==> config.mk <==
export PLATFORM = sky130hd
export DESIGN_NAME = obstacle_scheduler
export DESIGN_NICKNAME = d
export VERILOG_FILES = /design/src/rtl/obstacle_scheduler.sv
export SDC_FILE = /design/constraint.sdc
export NUM_CORES = 1
export LEC_CHECK = 0
export ABC_AREA = 1
export CAP_MARGIN = 20
export CORE_AREA = 2 2 135 137
export CTS_CLUSTER_SIZE = 8
export DETAILED_ROUTE_END_ITERATION = 12
export DIE_AREA = 0 0 137 139
export REMOVE_ABC_BUFFERS = 1
export SLEW_MARGIN = 15
export SYNTH_ARGS = -nofsm -noshare
export SYNTH_HDL_FRONTEND = slang
export SYNTH_SLANG_ARGS = --single-unit
==> constraint.sdc <==
create_clock -name clk -period 4.6 [get_ports clk]
set_input_delay 0.92 -clock clk [delete_from_list [all_inputs] [get_ports clk]]
set_output_delay 0.92 -clock clk [all_outputs]
set_load 0.01 [all_outputs]
==> src/rtl/obstacle_scheduler.sv <==
// obstacle_scheduler: slot pool for obstacles, moved on ticks and swept to the renderer after each tick
module obstacle_scheduler #(
  parameter int SLOTS = 4,
  parameter logic [9:0] X_START = 10'd630,
  parameter logic [9:0] STEP = 10'd10,
  parameter logic [9:0] Y_MAX = 10'd440,
  localparam int SW = (SLOTS > 1) ? $clog2(SLOTS) : 1
) (
  input  logic             clk,
  input  logic             reset,
  input  logic             enable,
  input  logic             spawn_req,
  input  logic [9:0]       spawn_y,
  input  logic             move_tick,
  input  logic             draw_ready,
  output logic             draw_valid,
  output logic [SW-1:0]    draw_slot,
  output logic [9:0]       draw_x,
  output logic [9:0]       draw_y,
  output logic             frame_done,
  output logic             missed_tick,
  output logic             busy,
  output logic             full,
  output logic [SLOTS-1:0] active_mask,
  output logic [7:0]       drop_count
);
  typedef enum logic {IDLE, DRAW} state_t;
  state_t state;
  logic [SLOTS-1:0] active, pend, survive;
  logic [9:0] x [SLOTS];
  logic [9:0] y [SLOTS];
  logic [SW-1:0] free_idx, cur;
  logic free_any;
  // Lowest free slot, lowest pending slot, and which live slots survive the next move
  always_comb begin
    free_any = 1'b0;
    free_idx = '0;
    cur = '0;
    survive = '0;
    for (int i = SLOTS - 1; i >= 0; i--) begin
      if (!active[i]) begin
        free_any = 1'b1;
        free_idx = SW'(i);
      end
      if (pend[i]) cur = SW'(i);
      survive[i] = active[i] && (x[i] >= STEP);
    end
  end
  // Slot pool, sweep sequencing and drop counter; a spawn only ever targets a slot that was free before the edge
  always_ff @(posedge clk or posedge reset) begin
    if (reset) begin
      state <= IDLE;
      active <= '0;
      pend <= '0;
      drop_count <= '0;
      for (int i = 0; i < SLOTS; i++) begin
        x[i] <= '0;
        y[i] <= '0;
      end
    end else begin
      if (state == IDLE) begin
        if (move_tick && enable) begin
          for (int i = 0; i < SLOTS; i++)
            if (survive[i]) x[i] <= x[i] - STEP;
          active <= survive;
          pend <= survive;
          state <= DRAW;
        end
      end else if (pend == '0) state <= IDLE;
      else if (draw_ready) pend <= pend & (pend - SLOTS'(1));
      if (spawn_req && enable) begin
        if (free_any) begin
          active[free_idx] <= 1'b1;
          x[free_idx] <= X_START;
          y[free_idx] <= (spawn_y > Y_MAX) ? Y_MAX : spawn_y;
        end else if (drop_count != 8'hff) drop_count <= drop_count + 8'd1;
      end
    end
  end
  assign busy = (state == DRAW);
  assign draw_valid = busy && (pend != '0);
  assign draw_slot = cur;
  assign draw_x = draw_valid ? x[cur] : '0;
  assign draw_y = draw_valid ? y[cur] : '0;
  assign frame_done = busy && (pend == '0);
  assign missed_tick = busy && move_tick;
  assign full = &active;
  assign active_mask = active;
endmodule

==> results of run 1 <==
worst paths after layout:
path,slack [ns],from,cells past startpoint,endpoint
worst max register to register,2.58,busy,6,pend[2]
min in group asynchronous,1.01,reset,2,drop_count[0]
worst min register to register,0.47,y[28],2,y[28]
worst max-delay path,0.90,pend[1],6,draw_x[6]
worst min-delay path,0.47,y[28],2,y[28]
max in group asynchronous,2.75,reset,3,y[36]
routing by layer:
layer  share of wire  GRT usage  vias to the layer above
li1                -          -                     2441
met1            0.48     0.2237                     2270
met2            0.46     0.2488                      105
met3           0.046    0.03289                       22
met4           0.019    0.05209                        0
met5               0          0                        -
synthesized netlist by cell type (2+ instances only):
master / instances / area (sq um)
xor2_1: 5 / 43.79
nand2_1: 186 / 698.2
buf_6: 2 / 22.52
nor3_1: 5 / 25.02
xnor2_1: 2 / 17.52
nor2_2: 2 / 12.51
dfrtp_1: 97 / 2427
o21ai_0: 59 / 295.3
inv_2: 5 / 18.77
clkbuf_1: 5 / 18.77
nand3_1: 47 / 235.2
ha_1: 5 / 62.56
a21oi_1: 64 / 320.3
nand2_2: 5 / 31.28
clkinv_1: 2 / 7.510
o21ai_1: 16 / 80.08
inv_1: 98 / 367.9
buf_2: 12 / 60.06
nor2_1: 75 / 281.5
nand3_2: 2 / 20.02
buf_4: 5 / 37.54
o211ai_1: 4 / 30.03
nor2_4: 3 / 33.78
nand4_1: 14 / 87.58
stage by stage:
step	instances	utilization	power [mW]	cell area, sq um	hold WS [ns]
3_5_place_dp	999	0.3455	3.252	6100	0.4604
5_1_grt	1015	0.3631	4.372	6411	0.4957
2_1_floorplan	710	-	2.481	5223	0.4437
6_report	1015	0.3631	4.036	6411	0.4750
3_3_place_gp	999	0.3455	3.237	6100	0.4588
4_1_cts	1015	0.3631	4.071	6411	0.4805
logic make-up (layout without fill, tap and decap cells):
kind of cell               after synthesis  count (layout)  synth area share
adders and majority gates                5               5           0.01164
xor gates and xnor gates                 7               7           0.01140
DFF                                     97              97            0.4515
AOI/OAI and AO/OA                      148             148            0.1429
and+or+nand+nor                        346             346            0.2781
buffers and inverters                  132             183            0.1045
state kept, by name (all words and copies together) (netlist names):
| name | count |
|---|---|
| busy | 1 |
| x | 40 |
| drop_count | 8 |
| y | 40 |
| pend | 4 |
| active_mask | 4 |
power by group through the flow:
stage	registers, mW	clock network [mW]	logic (mW)
6_report	1.34	0.800	1.90
5_1_grt	1.38	0.851	2.14
2_1_floorplan	1.30	0	1.18
3_5_place_dp	1.35	0	1.90
3_3_place_gp	1.35	0	1.89
4_1_cts	1.33	0.821	1.92
final cells by class:
class                   instances  area share
flip-flops and latches         97      0.3786
multi-input cells             506      0.3728
repair buffers                 60     0.09133
inverters                     107     0.06401
well taps                     229     0.04469
clock buffers                  10     0.03728
clock inverters                 6     0.01132
critical path, stage by stage (launching register included):
cell	delay, ns
dfrtp_1	0.39
o21bai_2	0.20
nand2_2	0.35
buf_4	0.48
o21ai_0	0.18
a21oi_1	0.22
clkdlybuf4s50_1	0.60
==> impl_metrics.py, run 1 <==
metrics = {
    "outcome": {
        "status": "finished, final reports clean",
    },
    "sta": {
        "fin_crit_sh": 0.8054,
        "drv_slew": 0,
        "rsz0062_at_grt": "false",
        "setup_viol": 0,
        "tightest_slew_ns": 0.8675,
        "hold_viol_final": 0,
        "clock.fmax_mhz": 269.9,
        "relSlewSlack": 0.4203,
        "min_period_ns": 3.705,
        "tns_ns": 0,
        "finClkSkew_ns": 0.007942,
        "setup_ws_ns": 0.8953,
    },
    "clock_tree": {
        "clkTransAtPathRegs_ns": 0.07,
        "cts_setup_buffers": 0,
        "root_buffer": "clkbuf_16",
        "ctsResizeCount": 0,
        "worst_skew_pair.late_latency_ns": 0.36,
        "h-tree-depth": 3,
        "cts_hold_buf": 0,
        "cts_tree": "yes",
        "clock_path_buffers": 2,
        "clock_sinks": 97,
        "cts_made_buffers": 9,
    },
    "power_and_ir_drop": {
        "ir_worst_vdd_uv": 315.1,
        "p_sw_frac": 0.4277,
        "p_per_area_nw_per_um2": 629.6,
        "p_leak_nw": 3.180,
        "pwr-share-clk": 0.198,
        "p_int_mw": 2.310,
        "combPwrFrac": 0.471,
        "p_sw_mw": 1.726,
        "seqPwrFrac": 0.331,
    },
    "drt": {
        "dr_total_vias": 4838,
        "route.detailed.drc": 0,
        "drt_iter0_drc": 323,
        "ant_nets": 0,
        "first_pass_iters": 5,
        "wl_per_cell_microns": 14.39,
        "wirelength_microns": 14610,
        "viasPerCell": 4.767,
    },
    "place": {
        "dp_slack_ns": 1.287,
        "gp_congestion": 0.8634,
        "port_buffers": 54,
        "hpwl_microns": 10190,
    },
    "critical_path": {
        "critPathKind": "reg2out",
        "crit_path_max_fanout": 48,
        "start_kind": "register",
        "end_kind": "output port",
        "arrival_ns": 2.78,
        "required_ns": 3.68,
    },
    "floorplan": {
        "start_util": 0.3045,
        "dieArea_sq_um": 19040,
        "die_x_microns": 137,
        "rows": 49,
        "core_area_sq_um": 17660,
        "die_height_microns": 139,
        "io_pins": 55,
    },
    "layout": {
        "final_common_cell": "nand2_1",
        "synthToLayoutAreaGrowth_pct": 19.25,
        "final_nets": 802,
        "drive_gt1_frac": 0.06234,
        "nFillCells": 1869,
        "multi_input_area_sq_um": 2390,
        "antenna_cells": 0,
        "ff_latch_area_sq_um": 2427,
        "final_cell_mix": "185 x nand2_1, 97 x inv_1, 97 x dfrtp_1",
    },
    "synthesis": {
        "syn_avg_cell_area_sq_um": 7.315,
        "seq_area_frac_synth": 0.4515,
        "synth_area_sq_um": 5376,
        "syn_inst": 735,
        "ys_types": 39,
        "synth_edf_count": 0,
        "yosys_warnings": 0,
        "ys_async_sr_fraction": 1.000,
        "ys_ff_latch": 97,
        "synth-main-ff-cell": "dfrtp_1",
    },
    "global_routing": {
        "grt_pass1_wl_microns": 23890,
        "grt_max_degree": 55,
        "grt_overflow": 0,
        "grt_pass1_vias": 4663,
        "grt.total_usage": 0.1606,
        "antenna_found_initial": 0,
    },
    "job": {
        "maxCapViolCount": 0,
    },
    "hold_path": {
        "hold_path_class": "reg2reg",
    },
}
Note: power is estimated with default switching activity, not from simulation.
==> inputs of run 2 (changes only) <==
==> constraint.sdc (replaced) <==
create_clock -name clk -period 3 [get_ports clk]
set_input_delay 0.6 -clock clk [delete_from_list [all_inputs] [get_ports clk]]
set_output_delay 0.6 -clock clk [all_outputs]
set_load 0.01 [all_outputs]
==> run 2 against run 1 <==
Against the previous run:
- first-iteration DRC count up 9.0%
- power grew 56%
- combinational power is 62% higher
- largest power group unchanged
- clock power grew 50%
- critical path depth grew 1
- sequential cell count unchanged
- largest cell class unchanged
- design area grew 2.2%
- critical endpoint is now draw_y[9]
- wire length is 0.78% lower
- clock skew grew 0.0018 ns
- hold slack about the same
- worst setup slack got worse by 0.79 ns
==> impl_metrics.py, run 2 (synthesis results as in run 1) <==
metrics = {
    "floorplan": {
        "die_x_microns": 137,
        "io_pins": 55,
        "dieArea_sq_um": 19040,
        "die_height_microns": 139,
        "rows": 49,
        "core_area_sq_um": 17660,
        "start_util": 0.3045,
    },
    "hold_path": {
        "hold_path_class": "reg2reg",
    },
    "drt": {
        "drt_iter0_drc": 352,
        "viasPerCell": 4.754,
        "route.detailed.drc": 0,
        "first_pass_iters": 5,
        "ant_nets": 0,
        "wl_per_cell_microns": 14.14,
        "wirelength_microns": 14500,
        "dr_total_vias": 4873,
    },
    "layout": {
        "final_common_cell": "nand2_1",
        "final_cell_mix": "185 x nand2_1, 97 x dfrtp_1, 96 x inv_1",
        "reg_top3": "x (40), y (40), drop_count (8)",
        "drive_gt1_frac": 0.07915,
        "finalNonFillerCells": 1025,
        "antenna_cells": 0,
        "finish.utilization": 0.3710,
        "synthToLayoutAreaGrowth_pct": 21.85,
        "final_nets": 813,
        "fin_area_sq_um": 6551,
    },
    "critical_path": {
        "critPathKind": "reg2out",
        "slowest_delay_ns": 0.56,
        "arrival_ns": 2.30,
        "crit_path_max_fanout": 33,
        "crit_slowest_cell": "clkdlybuf4s50_1",
        "crit_buf_inv": 2,
        "start_kind": "register",
        "end_kind": "output port",
        "path_cells": "o21bai_2, nand2_4, buf_8, a21oi_1, o21ai_1, a21oi_2, clkdlybuf4s50_1",
        "rrSetupSlack_ns": 1.27,
        "crit_family": "buffers and inverters",
        "required_ns": 2.40,
    },
    "power_and_ir_drop": {
        "p_int_mw": 3.598,
        "p_leak_nw": 3.399,
        "ir_worst_vdd_uv": 546.0,
        "combPwrFrac": 0.487,
        "p_sw_frac": 0.4300,
        "p_per_area_nw_per_um2": 963.6,
        "finalPower_mw": 6.313,
        "seqPwrFrac": 0.323,
        "p_sw_mw": 2.715,
        "pwr-share-clk": 0.191,
    },
    "place": {
        "post_dp_cell_area_sq_um": 6195,
        "hpwl_microns": 10480,
        "dp_slack_ns": 0.3339,
        "dp.cells": 1010,
        "gp_congestion": 0.8390,
        "port_buffers": 54,
    },
    "sta": {
        "relSlewSlack": 0.6261,
        "tns_ns": 0,
        "hold-worst-slack_ns": 0.4753,
        "hold_viol_final": 0,
        "setup_viol": 0,
        "clock.fmax_mhz": 344.9,
        "fin_crit_sh": 0.9665,
        "min_period_ns": 2.900,
        "setup_ws_ns": 0.1004,
        "tightest_slew_ns": 0.5575,
        "drv_slew": 0,
        "finClkSkew_ns": 0.009792,
    },
    "clock_tree": {
        "clkTransAtPathRegs_ns": 0.07,
        "cts_setup_buffers": 0,
        "cts_tree": "yes",
        "worst_skew_pair.late_latency_ns": 0.36,
        "cts_hold_buf": 0,
        "clock_path_buffers": 2,
        "clock_sinks": 97,
        "h-tree-depth": 3,
        "cts_made_buffers": 9,
        "root_buffer": "clkbuf_16",
    },
    "global_routing": {
        "grt.total_usage": 0.1578,
        "grt_pass1_vias": 4583,
        "grt_overflow": 0,
        "grt_max_degree": 39,
        "grt_pass1_wl_microns": 23620,
        "antenna_found_initial": 0,
    },
    "job": {
        "maxCapViolCount": 0,
    },
    "outcome": {
        "status": "finished, final reports clean",
    },
}
[run 2: cell type report]
| cell class | instances | area [sq um] |
|---|---|---|
| Clock inverter | 6 | 77.57 |
| Inverter | 107 | 415.4 |
| Timing Repair Buffer | 71 | 710.7 |
| Clock buffer | 9 | 225.2 |
| Tap cell | 229 | 286.5 |
| Fill cell | 1917 | 11110 |
| Sequential cell | 97 | 2427 |
| Multi-Input combinational cell | 506 | 2409 |
[run 2: worst reg2reg max path: cells and delay by family, from the launching register on]
kind	cells	cell delay, ns
buf+inv	2	0.41
flops	1	0.54
compound gates	1	0.08
simple gates	3	0.62
[run 2: repair_timing]
item / 4_1_cts / 5_1_grt
endpoints found under the setup margin: 5 / 18
gates cloned: 0 / 0
pin swaps: 0 / 3
gates resized for setup: 5 / 17
[run 2: power by group through the flow]
stage               Combinational, mW  Sequential [mW]  Clock (mW)
floorplan                        1.81             1.99           0
global route                     3.44             2.09        1.28
detailed placement               3.06             2.05           0
CTS                              3.08             2.03        1.24
global placement                 3.03             2.04           0
finish                           3.07             2.04        1.20
[run 2: final timing paths]
path	start	to	cells after the start
max	pend[2]	draw_y[9]	7
min	y[27]	y[27]	2
max reg2reg	active_mask[0]	y[11]	6
min reg2reg	y[27]	y[27]	2
max in group asynchronous	reset	active_mask[1]	3
min in group asynchronous	reset	drop_count[5]	2
[run 2: per-layer routing]
layer / routed length, microns / global-route usage / up-vias
met5: 0 / 0 / -
met4: 299 / 0.04992 / 0
met3: 580 / 0.03070 / 17
met2: 6431 / 0.2414 / 107
met1: 7183 / 0.2239 / 2285
li1: - / - / 2464
==> inputs of run 3 (changes only) <==
--- a/config.mk
+++ b/config.mk
@@ -11,6 +11,8 @@
 export CTS_CLUSTER_SIZE = 8
 export DETAILED_ROUTE_END_ITERATION = 12
 export DIE_AREA = 0 0 137 139
+export DONT_BUFFER_PORTS = 1
+export PLACE_DENSITY = 0.48
 export REMOVE_ABC_BUFFERS = 1
 export SLEW_MARGIN = 15
 export SYNTH_ARGS = -nofsm -noshare
==> run 3 against run 2 <==
Against the previous run:
- die area did not move
- first-iteration DRC count fell by 11%
- wire length rose by 3.7%
- critical endpoint is now draw_y[3]
- sequential power rose by 3%
- highest routed layer unchanged
- cell count fell by 4.1%
- critical path type unchanged
- global-route usage rose by 0.87 points
- clock skew barely moved
==> impl_metrics.py, run 3 (synthesis results as in run 1) <==
metrics = {
    "critical_path": {
        "critPathKind": "reg2out",
        "reg2reg_depth": 6,
        "r2r-start": "active_mask[1]",
        "required_ns": 2.40,
        "start_kind": "register",
        "end_kind": "output port",
        "arrival_ns": 1.99,
        "crit_path_max_fanout": 46,
        "reg2reg_to": "drop_count[6]",
        "rrSetupSlack_ns": 1.10,
    },
    "clock_tree": {
        "cts_hold_buf": 0,
        "ctsResizeCount": 0,
        "h-tree-depth": 3,
        "worst_skew_pair.late_latency_ns": 0.36,
        "clkTransAtPathRegs_ns": 0.07,
        "cts_setup_buffers": 0,
        "cts_tree": "yes",
        "root_buffer": "clkbuf_16",
        "clock_path_buffers": 2,
        "clock_sinks": 97,
        "cts_made_buffers": 9,
    },
    "layout": {
        "antenna_cells": 0,
        "final_nets": 770,
        "final_common_cell": "nand2_1",
        "synthToLayoutAreaGrowth_pct": 12.15,
        "reg_top3": "x (40), y (40), drop_count (8)",
        "final_cell_mix": "185 x nand2_1, 97 x inv_1, 97 x dfrtp_1",
        "fin_area_sq_um": 6030,
        "drive_gt1_frac": 0.09416,
    },
    "sta": {
        "tns_ns": 0,
        "drv_slew": 0,
        "rsz0062_at_grt": "false",
        "relSlewSlack": 0.5980,
        "tightest_slew_ns": 0.6031,
        "hold-worst-slack_ns": 0.1807,
        "setup_viol": 0,
        "clock.fmax_mhz": 386.6,
        "min_period_ns": 2.587,
        "hold_viol_final": 0,
        "setup_ws_ns": 0.4134,
        "finClkSkew_ns": 0.009385,
        "fin_crit_sh": 0.8622,
    },
    "power_and_ir_drop": {
        "p_per_area_nw_per_um2": 993.0,
        "p_leak_nw": 3.090,
        "p_sw_frac": 0.4471,
        "seqPwrFrac": 0.351,
        "p_sw_mw": 2.677,
        "p_int_mw": 3.311,
        "pwr-share-clk": 0.197,
        "finalPower_mw": 5.988,
        "combPwrFrac": 0.453,
        "ir_worst_vdd_uv": 477.2,
    },
    "floorplan": {
        "start_util": 0.3045,
        "rows": 49,
        "die_x_microns": 137,
        "die_height_microns": 139,
        "io_pins": 55,
        "dieArea_sq_um": 19040,
        "core_area_sq_um": 17660,
    },
    "global_routing": {
        "grt_pass1_vias": 4579,
        "grt.total_usage": 0.1665,
        "grt_overflow": 0,
        "grt_pass1_wl_microns": 24540,
        "grt_max_degree": 52,
        "antenna_found_initial": 0,
    },
    "drt": {
        "dr_total_vias": 4792,
        "drt_iter0_drc": 315,
        "route.detailed.drc": 0,
        "wirelength_microns": 15040,
        "wl_per_cell_microns": 15.30,
        "viasPerCell": 4.875,
        "first_pass_iters": 5,
        "ant_nets": 0,
    },
    "place": {
        "hpwl_microns": 10600,
        "gp_congestion": 0.8489,
        "dp_slack_ns": 0.8068,
        "post_dp_cell_area_sq_um": 5737,
        "port_buffers": 0,
    },
    "outcome": {
        "status": "finished, final reports clean",
    },
    "job": {
        "maxCapViolCount": 0,
    },
    "hold_path": {
        "hold_path_class": "in2async",
    },
}
[run 3: cell count changes in the layout (fill, tap and decap cells not counted), sizes merged]
cell           previous run  this run
dlymetal6s2s             10         0
clkinv                    6         8
buf                      17        28
dlygate4sd2               2         0
clkdlybuf4s50            42         0
clkinvlp                  1         0
[run 3: power by group through the flow]
stage | Clock (mW) | Combinational (mW) | Sequential, mW
floorplan | 0 | 1.81 | 1.99
global placement | 0 | 2.68 | 2.11
detailed placement | 0 | 2.72 | 2.12
CTS | 1.21 | 2.73 | 2.09
global route | 1.26 | 3.09 | 2.16
finish | 1.18 | 2.71 | 2.10
[run 3: worst max-delay path: stages, from the launching register on]
cell and delay (ns):
dfrtp_1 0.40, o21bai_2 0.20, nand2_2 0.07, buf_4 0.39
o21ai_0 0.14, a21oi_1 0.25, buf_4 0.17
[run 3: how the worst max path moves through the flow]
| stage | startpoint | endpoint | slack [ns] | depth (start not counted) |
|---|---|---|---|---|
| after floorplan | reset | active_mask[0] | -0.13 | 1 |
| after global placement | pend[1] | draw_y[3] | 0.81 | 6 |
| after detailed placement | pend[1] | draw_x[9] | 0.81 | 7 |
| after CTS | pend[1] | draw_x[9] | 0.42 | 7 |
| after global routing | pend[1] | draw_y[7] | 0.23 | 8 |
| final | pend[1] | draw_y[3] | 0.41 | 6 |
[run 3: metrics by stage]
step             util  cells
3_3_place_gp   0.3249    967
5_1_grt        0.3415    983
2_1_floorplan       -    710
3_5_place_dp   0.3249    967
6_report       0.3415    983
4_1_cts        0.3415    983
[run 3: routing by layer]
layer | up-vias | global-route usage | wire [microns] | part of all wire
met5 | - | 0 | 0 | 0
met4 | 0 | 0.04992 | 270 | 0.018
met3 | 21 | 0.04020 | 967 | 0.064
met2 | 137 | 0.2550 | 6746 | 0.45
met1 | 2249 | 0.2322 | 7052 | 0.47
li1 | 2385 | - | - | -
[run 3: cell type report]
type                    count  area [sq um]
repair buffers             28         222.7
flip-flops and latches     97          2427
clock buffers               9         225.2
multi-input cells         506          2390
fillers                  1899         11630
inverters                 107         410.4
well taps                 229         286.5
clock inverters             7         67.56
